<file path="src/rtl/jtag_drv_if.sv">
// ============================================================================
// jtag_drv_if : command/response handshake bundle for the jtag_drv driver
// Revision    : 1.0
// ============================================================================
`default_nettype none

interface jtag_drv_if #(
  parameter int MAX_LEN = 32,
  parameter int LEN_W   = 6
) ();
  logic               cmd_valid;
  logic               cmd_ready;
  logic [1:0]         cmd_op;
  logic [LEN_W-1:0]   cmd_len;
  logic [MAX_LEN-1:0] cmd_data;
  logic               rsp_valid;
  logic               rsp_ready;
  logic [MAX_LEN-1:0] rsp_data;

  modport master (
    output cmd_valid, cmd_op, cmd_len, cmd_data, rsp_ready,
    input  cmd_ready, rsp_valid, rsp_data
  );

  modport slave (
    input  cmd_valid, cmd_op, cmd_len, cmd_data, rsp_ready,
    output cmd_ready, rsp_valid, rsp_data
  );
endinterface

`default_nettype wire

</file>
<file path="src/rtl/jtag_drv.sv">
// ============================================================================
// jtag_drv : host-side JTAG driver generating tck/tms/tdi from clk-domain cmds
//            Optional JTAG_DRV_TCKCNT_EN adds a saturating tck rise counter.
// Revision : 1.0
// ============================================================================
`default_nettype none

module jtag_drv #(
  parameter int TCK_DIV = 2,
  parameter int MAX_LEN = 32,
  parameter int LEN_W   = 6
) (
  input  logic       clk,
  input  logic       rst_n,
  jtag_drv_if.slave  bus,
  output logic       tck,
  output logic       tms,
  output logic       tdi,
  input  logic       tdo,
  output logic       busy
`ifdef JTAG_DRV_TCKCNT_EN
  ,
  output logic [15:0] tck_count
`endif
);

  localparam logic [1:0] c_OP_RESET = 2'b00;
  localparam logic [1:0] c_OP_IR    = 2'b01;
  localparam logic [1:0] c_OP_DR    = 2'b10;
  localparam logic [1:0] c_OP_IDLE  = 2'b11;

  localparam logic [2:0] c_ST_IDLE  = 3'd0;
  localparam logic [2:0] c_ST_PRE   = 3'd1;
  localparam logic [2:0] c_ST_SHIFT = 3'd2;
  localparam logic [2:0] c_ST_POST  = 3'd3;
  localparam logic [2:0] c_ST_RSP   = 3'd4;

  localparam int c_DIV_W = (TCK_DIV > 1) ? $clog2(TCK_DIV) : 1;

  logic [2:0]         r_state;
  logic [2:0]         w_next;
  logic               r_rdy_en;
  logic               r_synced;
  logic               r_post;
  logic [1:0]         r_op;
  logic [LEN_W-1:0]   r_len;
  logic [LEN_W-1:0]   r_bit;
  logic [LEN_W-1:0]   w_len;
  logic [MAX_LEN-1:0] r_data;
  logic [MAX_LEN-1:0] r_cap;
  logic [MAX_LEN-1:0] r_rsp;
  logic [10:0]        r_pat;
  logic [10:0]        w_pat;
  logic [3:0]         r_pre_cnt;
  logic [3:0]         w_pre_cnt;
  logic [c_DIV_W-1:0] r_div;
  logic               w_accept;
  logic               w_active;
  logic               w_phase_end;
  logic               w_rise;
  logic               w_pulse_end;
  logic               w_last_bit;

  assign w_accept    = bus.cmd_valid && bus.cmd_ready;
  assign w_active    = (r_state == c_ST_PRE) || (r_state == c_ST_SHIFT) || (r_state == c_ST_POST);
  assign w_phase_end = w_active && (r_div == c_DIV_W'(TCK_DIV - 1));
  assign w_rise      = w_phase_end && !tck;
  assign w_pulse_end = w_phase_end && tck;
  assign w_last_bit  = (r_bit == (r_len - LEN_W'(1)));

  // Zero length behaves as one bit; oversize lengths clamp to the data width
  always_comb begin
    w_len = bus.cmd_len;
    if (bus.cmd_len == '0)
      w_len = LEN_W'(1);
    else if (bus.cmd_len > LEN_W'(MAX_LEN))
      w_len = LEN_W'(MAX_LEN);
  end

  // PRE tms pattern, LSB first; an unsynced shift carries the TAP reset in front
  always_comb begin
    w_pat     = '0;
    w_pre_cnt = '0;
    case (bus.cmd_op)
      c_OP_RESET: begin w_pat = 11'b000_0011_1111; w_pre_cnt = 4'd7; end
      c_OP_IR: begin
        if (r_synced) begin w_pat = 11'b000_0000_0011; w_pre_cnt = 4'd4; end
        else          begin w_pat = 11'b001_1011_1111; w_pre_cnt = 4'd11; end
      end
      c_OP_DR: begin
        if (r_synced) begin w_pat = 11'b000_0000_0001; w_pre_cnt = 4'd3; end
        else          begin w_pat = 11'b000_1011_1111; w_pre_cnt = 4'd10; end
      end
      default: ;
    endcase
  end

  always_ff @(posedge clk or negedge rst_n) begin
    if (!rst_n) r_state <= c_ST_IDLE;
    else        r_state <= w_next;
  end

  always_comb begin
    w_next = r_state;
    case (r_state)
      c_ST_IDLE:  if (w_accept) w_next = (bus.cmd_op == c_OP_IDLE) ? c_ST_SHIFT : c_ST_PRE;
      c_ST_PRE:   if (w_pulse_end && (r_pre_cnt == 4'd1))
                    w_next = (r_op == c_OP_RESET) ? c_ST_RSP : c_ST_SHIFT;
      c_ST_SHIFT: if (w_pulse_end && w_last_bit)
                    w_next = (r_op == c_OP_IDLE) ? c_ST_RSP : c_ST_POST;
      c_ST_POST:  if (w_pulse_end && r_post) w_next = c_ST_RSP;
      c_ST_RSP:   if (bus.rsp_ready) w_next = c_ST_IDLE;
      default:    w_next = c_ST_IDLE;
    endcase
  end

  always_comb begin
    bus.cmd_ready = r_rdy_en && (r_state == c_ST_IDLE);
    bus.rsp_valid = (r_state == c_ST_RSP);
    bus.rsp_data  = r_rsp;
    busy          = w_active;
  end

  always_ff @(posedge clk or negedge rst_n) begin
    if (!rst_n) begin
      tck       <= 1'b0;
      tms       <= 1'b1;
      tdi       <= 1'b0;
      r_rdy_en  <= 1'b0;
      r_synced  <= 1'b0;
      r_post    <= 1'b0;
      r_op      <= '0;
      r_len     <= '0;
      r_bit     <= '0;
      r_data    <= '0;
      r_cap     <= '0;
      r_rsp     <= '0;
      r_pat     <= '0;
      r_pre_cnt <= '0;
      r_div     <= '0;
    end else begin
      r_rdy_en <= 1'b1;
      if (w_accept) begin
        r_op      <= bus.cmd_op;
        r_len     <= w_len;
        r_data    <= bus.cmd_data;
        r_cap     <= '0;
        r_bit     <= '0;
        r_div     <= '0;
        r_post    <= 1'b0;
        r_pat     <= w_pat;
        r_pre_cnt <= w_pre_cnt;
        tdi       <= 1'b0;
        tms       <= (bus.cmd_op == c_OP_IDLE) ? 1'b0 : w_pat[0];
        if (bus.cmd_op != c_OP_IDLE) r_synced <= 1'b1;
      end else if (w_active) begin
        if (!w_phase_end) begin
          r_div <= r_div + c_DIV_W'(1);
        end else if (!tck) begin
          r_div <= '0;
          tck   <= 1'b1;
          // Captured bits enter at the top and are right-aligned at the end
          if ((r_state == c_ST_SHIFT) && (r_op != c_OP_IDLE))
            r_cap <= {tdo, r_cap[MAX_LEN-1:1]};
        end else begin
          r_div <= '0;
          tck   <= 1'b0;
          case (r_state)
            c_ST_PRE: begin
              if (r_pre_cnt != 4'd1) begin
                r_pat     <= r_pat >> 1;
                r_pre_cnt <= r_pre_cnt - 4'd1;
                tms       <= r_pat[1];
              end else if (r_op != c_OP_RESET) begin
                tms <= (r_len == LEN_W'(1));
                tdi <= r_data[0];
              end
            end
            c_ST_SHIFT: begin
              if (!w_last_bit) begin
                r_bit  <= r_bit + LEN_W'(1);
                r_data <= r_data >> 1;
                tms    <= (r_op != c_OP_IDLE) && ((r_bit + LEN_W'(2)) == r_len);
                tdi    <= (r_op != c_OP_IDLE) && r_data[1];
              end else begin
                tms <= (r_op != c_OP_IDLE);
                tdi <= 1'b0;
              end
            end
            c_ST_POST: begin
              if (!r_post) begin
                r_post <= 1'b1;
                tms    <= 1'b0;
              end
            end
            default: ;
          endcase
          if (w_next == c_ST_RSP)
            r_rsp <= ((r_op == c_OP_IR) || (r_op == c_OP_DR)) ?
                     (r_cap >> (MAX_LEN - int'(r_len))) : '0;
        end
      end
    end
  end

`ifdef JTAG_DRV_TCKCNT_EN
  always_ff @(posedge clk or negedge rst_n) begin
    if (!rst_n)
      tck_count <= '0;
    else if (w_rise && (tck_count != 16'hFFFF))
      tck_count <= tck_count + 16'd1;
  end
`endif

endmodule

`default_nettype wire

</file>
<file path="src/flat_wrapper.sv">
// flat-port wrapper written by rule: the top's interface ports become plain ports
module jtag_drv_flat 
#(
  parameter int TCK_DIV = 2,
  parameter int MAX_LEN = 32,
  parameter int LEN_W   = 6
)
  (clk, rst_n, tck, tms, tdi, tdo, busy, bus_cmd_valid, bus_cmd_op, bus_cmd_len, bus_cmd_data, bus_rsp_ready, bus_cmd_ready, bus_rsp_valid, bus_rsp_data);
  jtag_drv_if #(.MAX_LEN(MAX_LEN), .LEN_W(LEN_W)) bus_i ();
  input  logic clk;
  input  logic rst_n;
  output logic tck;
  output logic tms;
  output logic tdi;
  input  logic tdo;
  output logic busy;
  input wire logic [$bits(bus_i.cmd_valid)-1:0] bus_cmd_valid;
  input wire logic [$bits(bus_i.cmd_op)-1:0] bus_cmd_op;
  input wire logic [$bits(bus_i.cmd_len)-1:0] bus_cmd_len;
  input wire logic [$bits(bus_i.cmd_data)-1:0] bus_cmd_data;
  input wire logic [$bits(bus_i.rsp_ready)-1:0] bus_rsp_ready;
  output wire logic [$bits(bus_i.cmd_ready)-1:0] bus_cmd_ready;
  output wire logic [$bits(bus_i.rsp_valid)-1:0] bus_rsp_valid;
  output wire logic [$bits(bus_i.rsp_data)-1:0] bus_rsp_data;
  assign bus_i.cmd_valid = bus_cmd_valid;
  assign bus_i.cmd_op = bus_cmd_op;
  assign bus_i.cmd_len = bus_cmd_len;
  assign bus_i.cmd_data = bus_cmd_data;
  assign bus_i.rsp_ready = bus_rsp_ready;
  assign bus_cmd_ready = bus_i.cmd_ready;
  assign bus_rsp_valid = bus_i.rsp_valid;
  assign bus_rsp_data = bus_i.rsp_data;
  jtag_drv #(.TCK_DIV(TCK_DIV), .MAX_LEN(MAX_LEN), .LEN_W(LEN_W)) u_core (.clk(clk), .rst_n(rst_n), .bus(bus_i), .tck(tck), .tms(tms), .tdi(tdi), .tdo(tdo), .busy(busy));
endmodule
</file>
<file path="config.mk">
export PLATFORM = sky130hd
export DESIGN_NAME = jtag_drv_flat
export DESIGN_NICKNAME = d
export VERILOG_FILES = /design/src/rtl/jtag_drv_if.sv /design/src/rtl/jtag_drv.sv /design/src/flat_wrapper.sv
export SDC_FILE = /design/constraint.sdc
export NUM_CORES = 1
export LEC_CHECK = 0
export ABC_CLOCK_PERIOD_IN_PS = 3800
export BUFFER_PORTS_ARGS = -buffer_cell sky130_fd_sc_hd__buf_2
export CAP_MARGIN = 30
export CORE_ASPECT_RATIO = 1.25
export CORE_MARGIN = 1.5
export CORE_UTILIZATION = 30
export CTS_CLUSTER_SIZE = 8
export DETAILED_ROUTE_END_ITERATION = 7
export GPL_TIMING_DRIVEN = 0
export PLACE_DENSITY = 0.48
export SYNTH_ARGS = -nofsm -noshare
export SYNTH_HDL_FRONTEND = slang
export SYNTH_SLANG_ARGS = --single-unit
export TNS_END_PERCENT = 50
</file>
<file path="constraint.sdc">
create_clock -name clk -period 3.8 [get_ports clk]
set_clock_uncertainty 0.05 [all_clocks]
set_input_delay 0.38 -clock clk [delete_from_list [all_inputs] [get_ports clk]]
set_output_delay 0.38 -clock clk [all_outputs]
set_load 0.02 [all_outputs]
</file>
* Yosys cells after proc, flatten, opt, wreduce, memory -nomap -nowiden
Index checks and enable logic that the tools add are counted.
Word-level totals: bits in registers 135
Cells by class: multiplexer cells 74, bitwise operators 1, equal/unequal tests 24, reductions and logical operators 37, $lt $le $gt $ge 1, add/subtract/negate cells 6, shift operators 1
Operator list (count):
- $mux W32 | 12
- $mux W11 | 6
- $mux W6 | 8
- $pmux W11 S3 | 1
- $mux W4 | 8
- $shr A32 B32 Y32 | 1
- $mux W1 | 25
- $mux W3 | 7
- $reduce_bool A2 Y1 | 9
- $pmux W3 S5 | 1
- $reduce_and A5 Y1 | 3
- $eq A6 B6 Y1 | 2
- $pmux W4 S3 | 1
- $reduce_and A6 Y1 | 2
- $logic_and A1 B1 Y1 | 10
- $mux W9 | 1
- $eq A2 B2 Y1 const B | 4
- $mux W8 | 1
- $reduce_and A4 Y1 | 2
- $sub A6 B6 Y7 const A | 1
- $add A6 B1 Y6 const B | 1
- $add A6 B2 Y6 const B | 1
- $eq A3 B2 Y1 const B | 2
- $eq A3 B3 Y1 const B | 2
- 26 further kinds | 33

* Longest topological paths before layout
word-level depth 10, gate-level depth with buffers 14

* Worst setup path after synthesis
Ideal clock, no wire load.
kind reg-to-reg, start point register u_core.r_len[0], end point register u_core.r_rsp[1], in the netlist u_core.bus.rsp_data[1], slack 506 ps, library setup time 125 ps, period minus slack after synthesis 3294 ps, arrival time 3119 ps, cell stages (with the launch flop) 13, cells stage by stage dfrtp_1 -> buf_4 -> buf_4 -> inv_1 -> buf_2 -> ha_1 -> xor2_1 -> buf_2 -> mux4_2 -> mux2_2 -> a22oi_1 -> o22ai_1 -> mux2_2
On the way: longest elaborated chain between the ends 7, elaborated cells on any way between the ends 10
RTL lines:
- start, declared | line jtag_drv.sv:46 | logic [LEN_W-1:0] r_len;
- start signal, assigned | line jtag_drv.sv:145 | r_len <= w_len;
- $sub A6 B1 Y6 | line jtag_drv.sv:69 | assign w_last_bit = (r_bit == (r_len - LEN_W'(1)));
- $eq A6 B6 Y1 | line jtag_drv.sv:69
- $logic_and A1 B1 Y1 | line jtag_drv.sv:109 | c_ST_SHIFT: if (w_pulse_end && w_last_bit)
- $mux W3 | line jtag_drv.sv:109
- $pmux W3 S5 | line jtag_drv.sv:105 | case (r_state)
- $eq A3 B3 Y1 | line jtag_drv.sv:198 | if (w_next == c_ST_RSP)
- $reduce_and A5 Y1 (no source line)
- end signal, assigned | line jtag_drv.sv:199 | r_rsp <= ((r_op == c_OP_IR) || (r_op == c_OP_DR)) ?
- end, declared | line jtag_drv.sv:51 | logic [MAX_LEN-1:0] r_rsp;
Several ways; a longest one is shown, not always the timed one. A chain may end at the register's enable or synchronous reset.

* Worst setup path in the final report
Ends and elaborated chain as after synthesis.

==> impl_results.md <==
* GR Layer Usage met3 at 0.04025
* Initial Util at 0.3059
* Syn Inst Count at around 790
* Seq pwr share at 0.267
* Synth top area cells: dfrtp_1 (42%), nand2_1 (7.5%), mux4_2 (6.4%)
* H-tree lvl count at 4
* Yosys warns at 0
* Register area share after synthesis at 0.4271
* Die height at approximately 180 um
* Dominant synthesized flop cell: dfrtp_1
* Hold Slack at around 0.13 ns
* Internal at 5.586 mW
* CTS Buf Count at 17
* Final Net Count at approximately 950
* Largest family of logic cells by synthesized area: compound AO/OA/AOI/OAI gates
* Critical path arrival at about 3.9 ns
* First DRT Iteration DRCs at approximately 240
* Routability cong. at 0.9120
* Commonest non-fill, non-tap cell in the layout: nand2_1
* Switch Pwr at 4.319 mW
* Tot GR Track Use at 0.1684
* Core Region at around 25000 um^2
* Tcrit/Tclk final at 0.9442
* Total power at 9.905 mW
* P_leak at between 4 and 5 nW
* Top-area cell type share of the netlist area at 0.4237
* Pwr dens at 1064 nW/um^2
* Critical Path Source: u_core.r_len[0]
* Most Used Layer, Global Route: met2
* Most frequent cells in the layout: nand2_1 (155), dfrtp_1 (131), buf_2 (94)
* Synth Area in Adders at 0.01455
* Critical Path RT at roughly 4.1 ns
* WL final at about 22000 um
* Io pins at 83
* Worst hold path type: primary input to flop
* Clk pwr share at 0.189
* Congestion Overflow GR at 0
* Worst Hold Launch: tdo
* CTS tree: done
* CTS Sinks at approximately 130
* EDFF count, synth at 0
* WL/cell at between 15 and 20 um
* Setup crit end kind: flop
* First-pass GRT wire length at roughly 36000 um
* Root buffer cell: clkbuf_16
* R2R Path Start: u_core.r_len[0]
* Via density per instance at between 5 and 6
* Fraction of layout cells with a size suffix above 1 at 0.2199
* Clock Tree Buf Depth at 2
* Hold Vio Cnt, Final at 0
* Netlist Area Pre-Place at approximately 7700 um^2
* Post-route setup slack at between 0.2 and 0.25 ns
* Simple-Gate Fraction of Synth Area at 0.1449
* Syn_nets at 845
* Via count of the first global-routing pass at 6556
* Slew Viols, Final at 0
* Ys async rst share at 1.000
* Post-synthesis sequential element count at around 130
* Gate power share at 0.544
* DP Worst Slack at -0.2189 ns
* Die Area at 26770 um^2
* Outcome: finished clean
* Largest net degree at the start of global routing at between 80 and 90
* Max Fanout on Critical Path at 11
* Design Area, Final at 9306 um^2
* Drt drc at 0
* Critical Path Source Type: flop
* Mux contribution to synthesized area at 0.1210
* Later-pin clock latency in the skew report at ~0.43 ns
* Sw frac at 0.4360
* Final HPWL DP at roughly 16000 um
* Antenna violations before repair at 1
* Die W at 146.6 um
* Final min period at 3.588 ns
* Cell taking the most area after synthesis: dfrtp_1
* Area after DPL at between 8000 and 9000 um^2
* Met1 Use GR at 0.2022
* GR Util met2 at 0.2832
* Drt pass-1 iters at 4
* Kind of critical path: flop to flop
* Max_cap viols at 0
* Compound-Gate Fraction of Synth Area at 0.2162
* Unrepaired setup endpoints after global routing: no
* Layout area overhead at 20.28%
* Row count at 65
* Worst Max-Slew Pin Slew at about 0.86 ns
* Number of port buffers at 80
* Clock transition at path regs at about 0.06 ns
* Post-synthesis cell type count at slightly below 70
* Number of diodes at 0
* DR vias at 6385
* Peak supply drop at around 360 uV
* Post-DRT Antenna Nets at 0
* Max_slew headroom at 0.4183
* Post-synthesis area per instance at about 10 um^2
* # setup viols final at 0
* Setup Fix Bufs, Post-CTS at 0
* Fmax at 278.7 MHz
* Xor and xnor fraction of the mapped netlist area at 0.02846
## final timing paths
path,to,slack [ns],cells past startpoint
hold reg to reg,u_core.bus.rsp_data[19],0.42,2
setup / recovery,u_core.bus.rsp_data[1],0.21,12
hold / removal,u_core.r_cap[31],0.13,3
max in group asynchronous,u_core.tms,2.44,3
min in group asynchronous,u_core.r_data[15],0.43,2
setup reg to reg,u_core.bus.rsp_data[1],0.21,12
## cell type report
type,instances,area [um^2]
Clock buffer,20,466.7
Clock inverter,12,201.4
Sequential cell,132,3304
Multi-Input combinational cell,582,4091
Fill cell,2559,15990
Timing Repair Buffer,83,449.2
Tap cell,335,419.2
Inverter,14,52.55
Buffer,62,321.6
## flip-flops by register name, indices dropped and copies added, names as in the netlist, 2 cells and up
signal	flops
u_core.r_data	32
u_core.r_state	3
u_core.r_pat	8
u_core.r_pre_cnt	4
u_core.r_bit	6
u_core.r_len	6
u_core.r_op	2
u_core.bus.rsp_data	32
u_core.r_cap	32
## routing by layer
metal / part of all wire / routed length [um] / vias up
li1: - / - / 3085
met1: 0.43 / 9262 / 3106
met3: 0.044 / 941 / 42
met2: 0.49 / 10620 / 150
met5: 0.00032 / 7 / -
met4: 0.033 / 710 / 2
## critical path, stage by stage (launching register included)
cell and delay (ns):
dfrtp_1 0.40, buf_4 0.21, buf_6 0.18, inv_1 0.12, clkbuf_4 0.26, ha_1 0.28
xor2_2 0.28, clkbuf_4 0.28, mux4_2 0.50, mux2_2 0.32, a22oi_1 0.18, o22ai_1 0.12
mux2_2 0.27
## Yosys cell counts, types with 6 or more instances
library cell and number:
inv_1 14, ha_1 9, nor3b_1 6, a21o_1 32, a22o_1 41, mux2_2 16, nor2_1 28, mux2i_1 26
clkbuf_1 33, nand3_1 10, mux4_2 22, a21oi_1 51, o21ai_0 47, dfrtp_1 131, o31ai_1 9, nor3_1 8
nand3b_1 7, a22oi_1 11, xor2_1 7, buf_2 17, xnor2_1 13, nand2_1 155
## logic make-up after synthesis
kind of cell               count (synthesis)
AOI/OAI and AO/OA                        241
xor gates and xnor gates                  22
adders and majority gates                  9
buffers and inverters                     77
DFF                                      132
muxes                                     64
other                                      1
and+or+nand+nor                          245
## per-stage QoR
stage / TNS, ns / utilization / std cells
after global routing: 0 / 0.3679 / 1240
after global placement: -0.7391 / 0.3383 / 1206
final: 0 / 0.3679 / 1240
after floorplan: 0 / - / 791
after detailed placement: -0.6784 / 0.3398 / 1208
after CTS: 0 / 0.3671 / 1240
## power groups by stage
stage	Combinational (mW)	Sequential (mW)	Clock (mW)
floorplan	3.79	2.69	0
global placement	5.32	2.67	0
detailed placement	5.32	2.67	0
CTS	5.36	2.65	1.91
global route	5.88	2.75	1.98
finish	5.39	2.64	1.87
## repair_timing
| item | CTS | global route |
|---|---|---|
| cloned | 0 | 0 |
| hold endpoints to repair | 51 | 0 |
| hold buffers | 1 | 0 |
| endpoints found under the setup margin | 9 | 12 |
| resized for setup | 3 | 6 |
(Power assumes the default switching activity.)
